==> src/rtl/resp_sig_capture.sv <==
// Response signature capture: folds a counted run of benchmark response words into a 32-bit MISR
// and compares the result with a golden signature. Optional macro: RESP_SIG_CHG_COUNT_EN.
module resp_sig_capture (
  input  logic        clk,
  input  logic        rst_n,
  input  logic        start,
  input  logic [15:0] pat_count,
  input  logic [31:0] golden_sig,
  input  logic        resp_valid,
  input  logic [31:0] resp_data,
  output logic        resp_ready,
  output logic        busy,
  output logic        done,
  output logic [31:0] signature,
`ifdef RESP_SIG_CHG_COUNT_EN
  output logic        pass,
  output logic [15:0] chg_count
`else
  output logic        pass
`endif
);

  localparam logic [1:0] StIdle = 2'd0;
  localparam logic [1:0] StRun  = 2'd1;
  localparam logic [1:0] StDone = 2'd2;

  localparam logic [31:0] Seed = 32'hFFFF_FFFF;
  // Feedback taps of x^32 + x^22 + x^2 + x + 1 (x^32 term is the shifted-out bit).
  localparam logic [31:0] Taps = 32'h0040_0007;

  logic [1:0]  state_q, state_d;
  logic [31:0] sig_q, sig_d;
  logic [15:0] cnt_q, cnt_d;
  logic        pass_q, pass_d;
  logic        xfer;
  logic        start_ok;
  logic [31:0] sig_next;

  assign xfer     = resp_valid && (state_q == StRun);
  assign start_ok = start && (state_q == StIdle);
  assign sig_next = {sig_q[30:0], 1'b0} ^ (sig_q[31] ? Taps : 32'h0) ^ resp_data;

  always_comb begin
    state_d = state_q;
    sig_d   = sig_q;
    cnt_d   = cnt_q;
    pass_d  = pass_q;
    case (state_q)
      StIdle: begin
        if (start) begin
          sig_d  = Seed;
          pass_d = 1'b0;
          if (pat_count == 16'd0) begin
            // Empty run: the seed is the final signature, so judge it right away.
            state_d = StDone;
            pass_d  = (golden_sig == Seed);
          end else begin
            state_d = StRun;
            cnt_d   = pat_count;
          end
        end
      end
      StRun: begin
        if (resp_valid) begin
          sig_d = sig_next;
          cnt_d = cnt_q - 16'd1;
          if (cnt_q == 16'd1) begin
            // Register the verdict with the last word so it appears together with done.
            state_d = StDone;
            pass_d  = (sig_next == golden_sig);
          end
        end
      end
      StDone: begin
        state_d = StIdle;
      end
      default: begin
        state_d = StIdle;
      end
    endcase
  end

  always_ff @(posedge clk or negedge rst_n) begin
    if (!rst_n) begin
      state_q <= StIdle;
      sig_q   <= Seed;
      cnt_q   <= 16'd0;
      pass_q  <= 1'b0;
    end else begin
      state_q <= state_d;
      sig_q   <= sig_d;
      cnt_q   <= cnt_d;
      pass_q  <= pass_d;
    end
  end

  assign resp_ready = (state_q == StRun);
  assign busy       = (state_q == StRun) || (state_q == StDone);
  assign done       = (state_q == StDone);
  assign signature  = sig_q;
  assign pass       = pass_q;

`ifdef RESP_SIG_CHG_COUNT_EN
  logic [15:0] chg_q, chg_d;

  always_comb begin
    chg_d = chg_q;
    if (start_ok) begin
      chg_d = 16'd0;
    end else if (xfer && resp_data[0] && (chg_q != 16'hFFFF)) begin
      chg_d = chg_q + 16'd1;
    end
  end

  always_ff @(posedge clk or negedge rst_n) begin
    if (!rst_n) begin
      chg_q <= 16'd0;
    end else begin
      chg_q <= chg_d;
    end
  end

  assign chg_count = chg_q;
`else
  logic unused_start_ok;
  assign unused_start_ok = start_ok ^ xfer;
`endif

endmodule
==> config.mk <==
export PLATFORM = sky130hd
export DESIGN_NAME = resp_sig_capture
export DESIGN_NICKNAME = d
export VERILOG_FILES = /design/src/rtl/resp_sig_capture.sv
export SDC_FILE = /design/constraint.sdc
export NUM_CORES = 1
export LEC_CHECK = 0
export BUFFER_PORTS_ARGS = -buffer_cell sky130_fd_sc_hd__clkbuf_2
export CAP_MARGIN = 10
export CORE_ASPECT_RATIO = 1.75
export CORE_UTILIZATION = 45
export DETAILED_ROUTE_END_ITERATION = 8
export PLACE_DENSITY_LB_ADDON = 0.15
export SYNTH_ARGS = -nofsm -noshare
export SYNTH_HDL_FRONTEND = slang
export SYNTH_SLANG_ARGS = --single-unit
==> constraint.sdc <==
create_clock -name clk -period 2.1 [get_ports clk]
set_input_delay 0.105 -clock clk [delete_from_list [all_inputs] [get_ports clk]]
set_output_delay 0.105 -clock clk [all_outputs]
set_load 0.05 [all_outputs]
==> results of run 1 <==
==> critical path, cell delays in order (launching register included) <==
cell	delay, ns
dfstp_2	0.56
xor2_1	0.28
o211ai_1	0.12
or4_1	0.46
o41ai_1	0.35
mux2_1	0.17
==> state kept, by name, indices dropped and copies added, names as in the netlist <==
name / flops
cnt_q: 16
pass: 1
state_q: 2
signature: 32
==> cell type report <==
cell class / instances / area [sq um] / share of cell area (%)
Timing Repair Buffer: 145 / 793 / 17.5
Clock buffer: 6 / 129 / 2.84
Clock inverter: 2 / 12.5 / 0.275
Sequential cell: 51 / 1320 / 29.0
Tap cell: 88 / 110 / 2.42
Multi-Input combinational cell: 273 / 2150 / 47.2
Inverter: 10 / 37.5 / 0.826
==> cell families (layout without fill, tap and decap cells) <==
| group | after synthesis | in the layout |
|---|---|---|
| compound gates | 102 | 102 |
| xor+xnor | 63 | 63 |
| fa+ha+maj | 5 | 5 |
| buf+inv | 28 | 163 |
| flops | 51 | 51 |
| mux | 2 | 2 |
| simple gates | 101 | 101 |
==> layer usage <==
layer / vias up / share of wire (%)
met4: 0 / 2.4
met5: - / 0
met3: 15 / 4.5
li1: 1568 / -
met1: 1598 / 34
met2: 112 / 59
==> power groups by stage <==
stage	registers, mW	logic [mW]	clock network, mW
global route	1.99	4.17	0.871
CTS	1.92	3.88	0.844
floorplan	2.49	2.16	0
detailed placement	1.94	3.86	0
global placement	1.91	3.81	0
finish	1.93	3.85	0.822
==> final timing paths <==
path,depth (start not counted),end,start
min in group asynchronous,2,cnt_q[2],rst_n
max,5,pass,signature[10]
min reg2reg,1,pass,pass
min,3,signature[16],resp_data[16]
max in group asynchronous,3,signature[31],rst_n
max reg2reg,5,pass,signature[10]
==> synthesized netlist by cell type, types with 2 or more instances <==
cell type   n
a21oi_1    48
nor2_1     36
xnor2_1    34
dfstp_2    32
xnor3_1    21
dfrtp_1    19
o22ai_1    16
clkbuf_1   15
nand4_1    15
o21ai_0    13
inv_1       9
nand2_1     8
nor4_1      8
o2111ai_1   8
nand3_1     6
ha_1        5
xor2_1      5
a21o_1      4
and3_1      4
nor3_1      4
or2_2       4
nor2b_1     3
or4_1       3
xor3_1      3
buf_2       2
nor3b_1     2
o211ai_1    2
o22a_1      2
or3_1       2
==> through the flow <==
stage          util (%)  hold slack [ns]
2_1_floorplan         -           -0.191
3_3_place_gp       57.7           0.0825
3_5_place_dp       57.7           0.0839
4_1_cts            59.6           0.0764
5_1_grt            59.6            0.101
6_report           59.6           0.0817
==> results_dict.tcl, run 1 <==
set metrics [dict create \
    antenna_found_initial 0 \
    cts_setup_buffers 0 \
    grt_remaining_overflow 0 \
    max_freq_ghz 0.501 \
    total_power_mw 6.60 \
    worst_slack_ns 0.105 \
    die_w_um 69.1 \
    synthXorXnorAreaFrac_pct 25.0 \
    drt_iter0_markers 150 \
    hold_class "in -> reg" \
    setup_viol 0 \
    slew_violations 0 \
    final.min_clock_period_ns 2.00 \
    dpl.hpwl_um 8390 \
    grt_pass1_wl_um 16700 \
    synth_edf_count 0 \
    rsz0062_at_grt "no" \
    cts_tree "done" \
    place.gp.congestion 0.864 \
    top_usage_layer "met2" \
    endpoint_kind "flip-flop" \
    muxShareOfSynthArea_pct 0.600 \
    dp_slack_ns 0.0909 \
    p_int_mw 3.46 \
    synth_top_family_by_area "XOR/XNOR gates" \
    clock_latency_ns 0.30 \
    totalWireLength_um 10400 \
    syn-instance-count 352 \
    cts.sinks 51 \
    drive_gt1_share_pct 39.6 \
    seq_area_frac_synth_pct 37.1 \
    skew_ns 0.00841 \
    fin_nets 575 \
    ys_ff_latch 51 \
    final_common_cell "clkbuf_2" \
    p_comb_share_pct 58.4 \
    cp_data_required_time_ns 2.34 \
    fin_setup_tns_ns 0 \
    core-area_sq_um 7620 \
    dp.cells 566 \
    finalHoldViolCount 0 \
    final_cell_count_no_fill 575 \
    postPlaceCellArea_sq_um 4390 \
    rows 42 \
    final_cell_mix "119 x clkbuf_2, 48 x a21oi_1, 35 x nor2_1, 34 x xnor2_1, 32 x dfstp_2" \
    wl_per_cell_um 18.1 \
    worstPathMaxFanout 3 \
    switchingPower_mw 3.14 \
    synth_ff_type "dfstp_2" \
    power_leakage_nw 2.19 \
    synth_compound_area_share_pct 17.3 \
    grt_use_met2_pct 51.9 \
    ctsRootBufferMaster "clkbuf_16" \
    dr.pass1.iters 4 \
    ant_nets 0 \
    numCtsBuffers 5 \
    avgSynthCellArea_sq_um 10.1 \
    ys_types 48 \
    p_clk_share_pct 12.4 \
    die_h_um 119 \
    max-vdd-ir-drop_v 0.000723 \
    r2r_setup_slack_ns 0.10 \
    slew_headroom_pct 66.5 \
    cts_hold_buf 1 \
    post_drt_via_cell_ratio 5.73 \
    grtUsageMet1_pct 26.7 \
    grtUsageTotal_pct 26.4 \
    synthAdderAreaFrac_pct 1.76 \
    async_flop_share_pct 100 \
    worstPathArrival_ns 2.24 \
    power_frac_seq_pct 29.2 \
    yosysWarningCount 0 \
    final_cell_area_sq_um 4540 \
    synth_area_sq_um 3550 \
    worstMarginPinSlew_ns 0.499 \
    netlist.area_leader.share_pct 23.7 \
    power_per_cell_area_nw_per_um2 1450 \
    yosysTopAreaCell "dfstp_2" \
    synth_fp_nets 441 \
    grt_max_degree 33 \
    grt_pass1_vias 3374 \
    syn_to_final_growth_pct 28.1 \
    nFillCells 704 \
    grt_util_met3_pct 4.57 \
    drc 0 \
    period_share_pct 95.0 \
    post_cts_resized 0 \
    startpoint_type "flip-flop" \
    maxCapViolCount 0 \
    critPathKind "reg -> reg" \
    diodes 0 \
    cts.path.max_buffers 2 \
    path_clk_slew_ns 0.07 \
    h-tree-depth 2 \
    synthTopCellsByArea "dfstp_2 24%, dfrtp_1 13%, xnor3_1 13%, xnor2_1 8.4%, a21oi_1 6.8%" \
    outcome "finished clean" \
    io-pin-count 120 \
    initial_core_util_pct 46.6 \
    vias 3293 \
    die_area_sq_um 8260 \
    synth_simple_gate_area_share_pct 15.2 \
    swShare_pct 47.6 \
    io_buffers 119 \
]
(Power assumes the default switching activity.)
==> run 2: changes to the inputs <==
- CORE_UTILIZATION: 45 -> 46
==> results_dict.tcl, run 2 (synthesized netlist as in run 1, its figures left out) <==
set metrics [dict create \
    cts_tree "done" \
    io_buffers 119 \
    drt_iter0_markers 194 \
    dp.cells 569 \
    antenna_found_initial 0 \
    fin_nets 582 \
    switchingPower_mw 3.22 \
    cp_data_required_time_ns 2.34 \
    critPathKind "reg -> reg" \
    diodes 0 \
    p_clk_share_pct 13.4 \
    grtUsageTotal_pct 27.0 \
    dr.pass1.iters 4 \
    grt_max_degree 47 \
    finalHoldViolCount 0 \
    hold_class "in -> reg" \
    post_drt_via_cell_ratio 5.67 \
    slowest_delay_ns 0.55 \
    crit_chain "xnor2_1 -> xnor2_1 -> or4_1 -> o41ai_2 -> mux2_1" \
    slowest_stage "dfstp_2" \
    worstPathMaxFanout 3 \
    wl_per_cell_um 18.1 \
    die_area_sq_um 8080 \
    totalWireLength_um 10500 \
    cts.sinks 51 \
    final_cell_mix "119 x clkbuf_2, 48 x a21oi_1, 35 x nor2_1, 34 x xnor2_1, 32 x dfstp_2" \
    p_int_mw 3.76 \
    dpl.hpwl_um 8000 \
    p_comb_share_pct 59.3 \
    final_cell_count_no_fill 582 \
    post-route-util_pct 62.5 \
    largest_register_ffs 32 \
    worstMarginPinSlew_ns 0.483 \
    grt_remaining_overflow 0 \
    numCtsBuffers 5 \
    endpoint_kind "flip-flop" \
    ctsRootBufferMaster "clkbuf_16" \
    skew_ns 0.00676 \
    power_per_cell_area_nw_per_um2 1490 \
    io-pin-count 120 \
    power_leakage_nw 2.27 \
    outcome "finished clean" \
    die_w_um 68.4 \
    worstPathArrival_ns 2.25 \
    max-vdd-ir-drop_v 0.000769 \
    wl_met3_um 523 \
    power_frac_seq_pct 27.3 \
    fin_setup_tns_ns 0 \
    period_share_pct 96.2 \
    grt_pass1_wl_um 15800 \
    nFillCells 666 \
    grt_pass1_vias 3220 \
    cts.path.max_buffers 2 \
    total_power_mw 6.98 \
    initial_core_util_pct 47.2 \
    die_h_um 118 \
    wl_met1_um 3730 \
    ant_nets 0 \
    route.met2.wl_um 6030 \
    final.min_clock_period_ns 2.02 \
    rsz0062_at_grt "yes" \
    final_common_cell "clkbuf_2" \
    path_clk_slew_ns 0.07 \
    slew_violations 0 \
    top_layer_used "met4" \
    vias 3301 \
    rows 42 \
    maxCapViolCount 0 \
    swShare_pct 46.1 \
    drive_gt1_share_pct 41.1 \
    h-tree-depth 2 \
    clock_latency_ns 0.30 \
    drc 0 \
    startpoint_type "flip-flop" \
    place.gp.congestion 0.849 \
    setup_viol 0 \
    syn_to_final_growth_pct 32.4 \
    max_freq_ghz 0.495 \
    cp_common_cell "xnor2_1" \
    slew_headroom_pct 67.5 \
    core-area_sq_um 7510 \
]
-- run 2: final cells by class --
type | count | area [sq um] | share of cell area (%)
clock buffers | 5 | 125 | 2.66
clock inverters | 3 | 38.8 | 0.826
inverters | 10 | 37.5 | 0.799
multi-input cells | 273 | 2170 | 46.2
flip-flops and latches | 51 | 1320 | 28.0
well taps | 88 | 110 | 2.34
repair buffers | 152 | 901 | 19.2
-- run 2: per-layer routing --
layer,track usage (%),up-vias
met1,27.9,1584
met3,5.02,18
met4,9.24,0
li1,-,1592
met2,50.7,107
met5,0,-
-- run 2: metrics by stage --
stage | hold slack (ns) | setup WS (ns) | cell area, sq um
3_5_place_dp | 0.162 | -0.235 | 4430
5_1_grt | 0.0980 | -0.0309 | 4700
3_3_place_gp | 0.165 | -0.208 | 4430
4_1_cts | 0.0841 | 0.00635 | 4630
2_1_floorplan | -0.191 | 0.0224 | 3570
6_report | 0.0851 | 0.0802 | 4700
-- run 2: path summary, 6_finish.rpt --
check / from / endpoint / slack (ns) / cells past startpoint
worst min-delay path: resp_data[20] / signature[20] / 0.09 / 3
worst min register to register: pass / pass / 0.51 / 1
worst max register to register: signature[28] / pass / 0.08 / 5
max in group asynchronous: rst_n / signature[2] / 1.37 / 3
min in group asynchronous: rst_n / signature[19] / 0.39 / 2
worst max-delay path: signature[28] / pass / 0.08 / 5
-- run 2: repair_timing --
action                                 4_1_cts  5_1_grt
pin swaps                                    0        0
endpoints found under the hold margin       24        0
setup endpoints to repair                   16       16
cloned                                       0        1
setup buffers                                2        1
gates resized for setup                      3        9
hold buffers                                 1        0
-- run 2: worst max-delay path: cells and delay by family, from the launching register on --
kind             cells  cell delay (ns)
XOR/XNOR             2             0.32
multiplexers         1             0.18
AND/OR/NAND/NOR      1             0.55
AO/OA/AOI/OAI        1             0.36
flip-flops           1             0.55
-- run 2: power groups by stage --
stage	combinational, mW	sequential [mW]	clock [mW]
after floorplan	2.16	2.49	0
after global placement	3.81	1.91	0
after detailed placement	3.86	1.93	0
after CTS	3.93	1.90	0.945
after global routing	4.46	1.97	0.977
final	4.14	1.91	0.933
==> run 3: changes to the inputs <==
- CORE_ASPECT_RATIO: 1.75 -> default
- GPL_ROUTABILITY_DRIVEN: default -> 1
- SLEW_MARGIN: default -> 20
==> results_dict.tcl, run 3 (synthesized netlist as in run 1, its figures left out) <==
set metrics [dict create \
    outcome "finished clean" \
    max-vdd-ir-drop_v 0.000607 \
    power_per_cell_area_nw_per_um2 1440 \
    io-pin-count 120 \
    final_cell_count_no_fill 587 \
    p_comb_share_pct 60.7 \
    drt_iter0_markers 155 \
    syn_to_final_growth_pct 29.9 \
    finalHoldViolCount 0 \
    fin_nets 576 \
    largest_register_ffs 32 \
    antenna_found_initial 0 \
    clock_latency_ns 0.30 \
    rows 31 \
    grt_max_degree 43 \
    postPlaceCellArea_sq_um 4430 \
    total_power_mw 6.65 \
    dr.pass1.iters 4 \
    place.gp.congestion 0.856 \
    drive_gt1_share_pct 40.4 \
    die_h_um 89.8 \
    dpl.hpwl_um 7640 \
    wl_per_cell_um 17.1 \
    endpoint_kind "flip-flop" \
    slew_violations 0 \
    maxCapViolCount 0 \
    hold_class "in -> reg" \
    vias 3260 \
    grt_pass1_wl_um 16100 \
    cts_tree "done" \
    cts.path.max_buffers 2 \
    post-route-util_pct 62.5 \
    worstMarginPinSlew_ns 0.586 \
    power_frac_seq_pct 29.1 \
    max_freq_ghz 0.496 \
    fin_setup_tns_ns 0 \
    dp.cells 576 \
    skew_ns 0.00622 \
    die_w_um 89.8 \
    totalWireLength_um 10000 \
    cts.sinks 51 \
    dp_slack_ns -0.0788 \
    worstPathMaxFanout 3 \
    ant_nets 0 \
    h-tree-depth 2 \
    holdWs_ns 0.0648 \
    switchingPower_mw 3.17 \
    slew_headroom_pct 60.9 \
    grt_remaining_overflow 0 \
    worst_slack_ns 0.0846 \
    final_common_cell "clkbuf_2" \
    period_share_pct 96.0 \
    cp_data_required_time_ns 2.35 \
    numCtsBuffers 5 \
    setup_viol 0 \
    path_clk_slew_ns 0.10 \
    power_leakage_nw 2.21 \
    io_buffers 119 \
    worstPathArrival_ns 2.27 \
    nFillCells 671 \
    initial_core_util_pct 48.1 \
    crit_chain "xnor3_1 -> xnor2_1 -> or3_1 -> o41ai_1 -> mux2_1" \
    crit_buf_inv 0 \
    core-area_sq_um 7370 \
    drc 0 \
    ctsRootBufferMaster "clkbuf_8" \
    final_cell_area_sq_um 4610 \
    p_clk_share_pct 10.2 \
    post_drt_via_cell_ratio 5.55 \
    swShare_pct 47.6 \
    diodes 0 \
    final_cell_mix "119 x clkbuf_2, 48 x a21oi_1, 35 x nor2_1, 34 x xnor2_1, 32 x dfstp_2" \
    die_area_sq_um 8070 \
    crit_family "XOR/XNOR gates" \
    slowest_delay_ns 0.55 \
    grtUsageTotal_pct 25.1 \
    final.min_clock_period_ns 2.02 \
    rsz0062_at_grt "no" \
    p_int_mw 3.48 \
    critPathKind "reg -> reg" \
    grt_pass1_vias 3211 \
    slowest_stage "dfstp_2" \
    startpoint_type "flip-flop" \
]
-- run 3: timing repair --
item / 4_1_cts / 5_1_grt
pin swaps: 0 / 1
gates cloned: 0 / 1
hold buffers: 1 / 0
hold endpoints to repair: 10 / 0
resized for setup: 2 / 4
endpoints found under the setup margin: 16 / 31
setup buffers: 0 / 1
-- run 3: layout make-up --
| class | count | area (sq um) | share of cell area (%) |
|---|---|---|---|
| tap | 99 | 124 | 2.69 |
| inverter | 10 | 37.5 | 0.815 |
| timing repair buffer | 146 | 856 | 18.6 |
| sequential | 51 | 1320 | 28.6 |
| clock buffer | 7 | 108 | 2.34 |
| multi-input combinational | 273 | 2160 | 46.9 |
| clock inverter | 1 | 5.00 | 0.109 |
-- run 3: path summary, 6_finish.rpt --
| kind | slack, ns | endpoint | from | depth (start not counted) |
|---|---|---|---|---|
| max in group asynchronous | 1.12 | signature[2] | rst_n | 3 |
| worst min register to register | 0.52 | signature[21] | signature[21] | 2 |
| worst max-delay path | 0.08 | pass | signature[21] | 5 |
| min in group asynchronous | 0.34 | cnt_q[13] | rst_n | 2 |
| worst max register to register | 0.08 | pass | signature[21] | 5 |
| worst min-delay path | 0.06 | signature[8] | resp_data[8] | 3 |
-- run 3: power groups by stage --
stage	Clock [mW]	Sequential [mW]	Combinational, mW
after floorplan	0	2.49	2.16
after global placement	0	1.92	3.76
after detailed placement	0	1.94	3.85
after CTS	0.694	1.93	3.89
after global routing	0.739	1.99	4.33
final	0.676	1.94	4.04
-- run 3: worst min-delay path: cells and delay by family --
family / cells / cell delay (ns)
xor+xnor: 1 / 0.11
buf+inv: 1 / 0.10
compound gates: 1 / 0.06
-- run 3: layer usage --
| metal | routed length, um | part of all wire, % | track usage [%] | vias up |
|---|---|---|---|---|
| met5 | 0 | 0 | 0 | - |
| li1 | - | - | - | 1571 |
| met3 | 557 | 5.6 | 3.89 | 10 |
| met2 | 5110 | 51 | 44.2 | 131 |
| met4 | 97 | 0.97 | 4.78 | 0 |
| met1 | 4250 | 42 | 32.8 | 1548 |
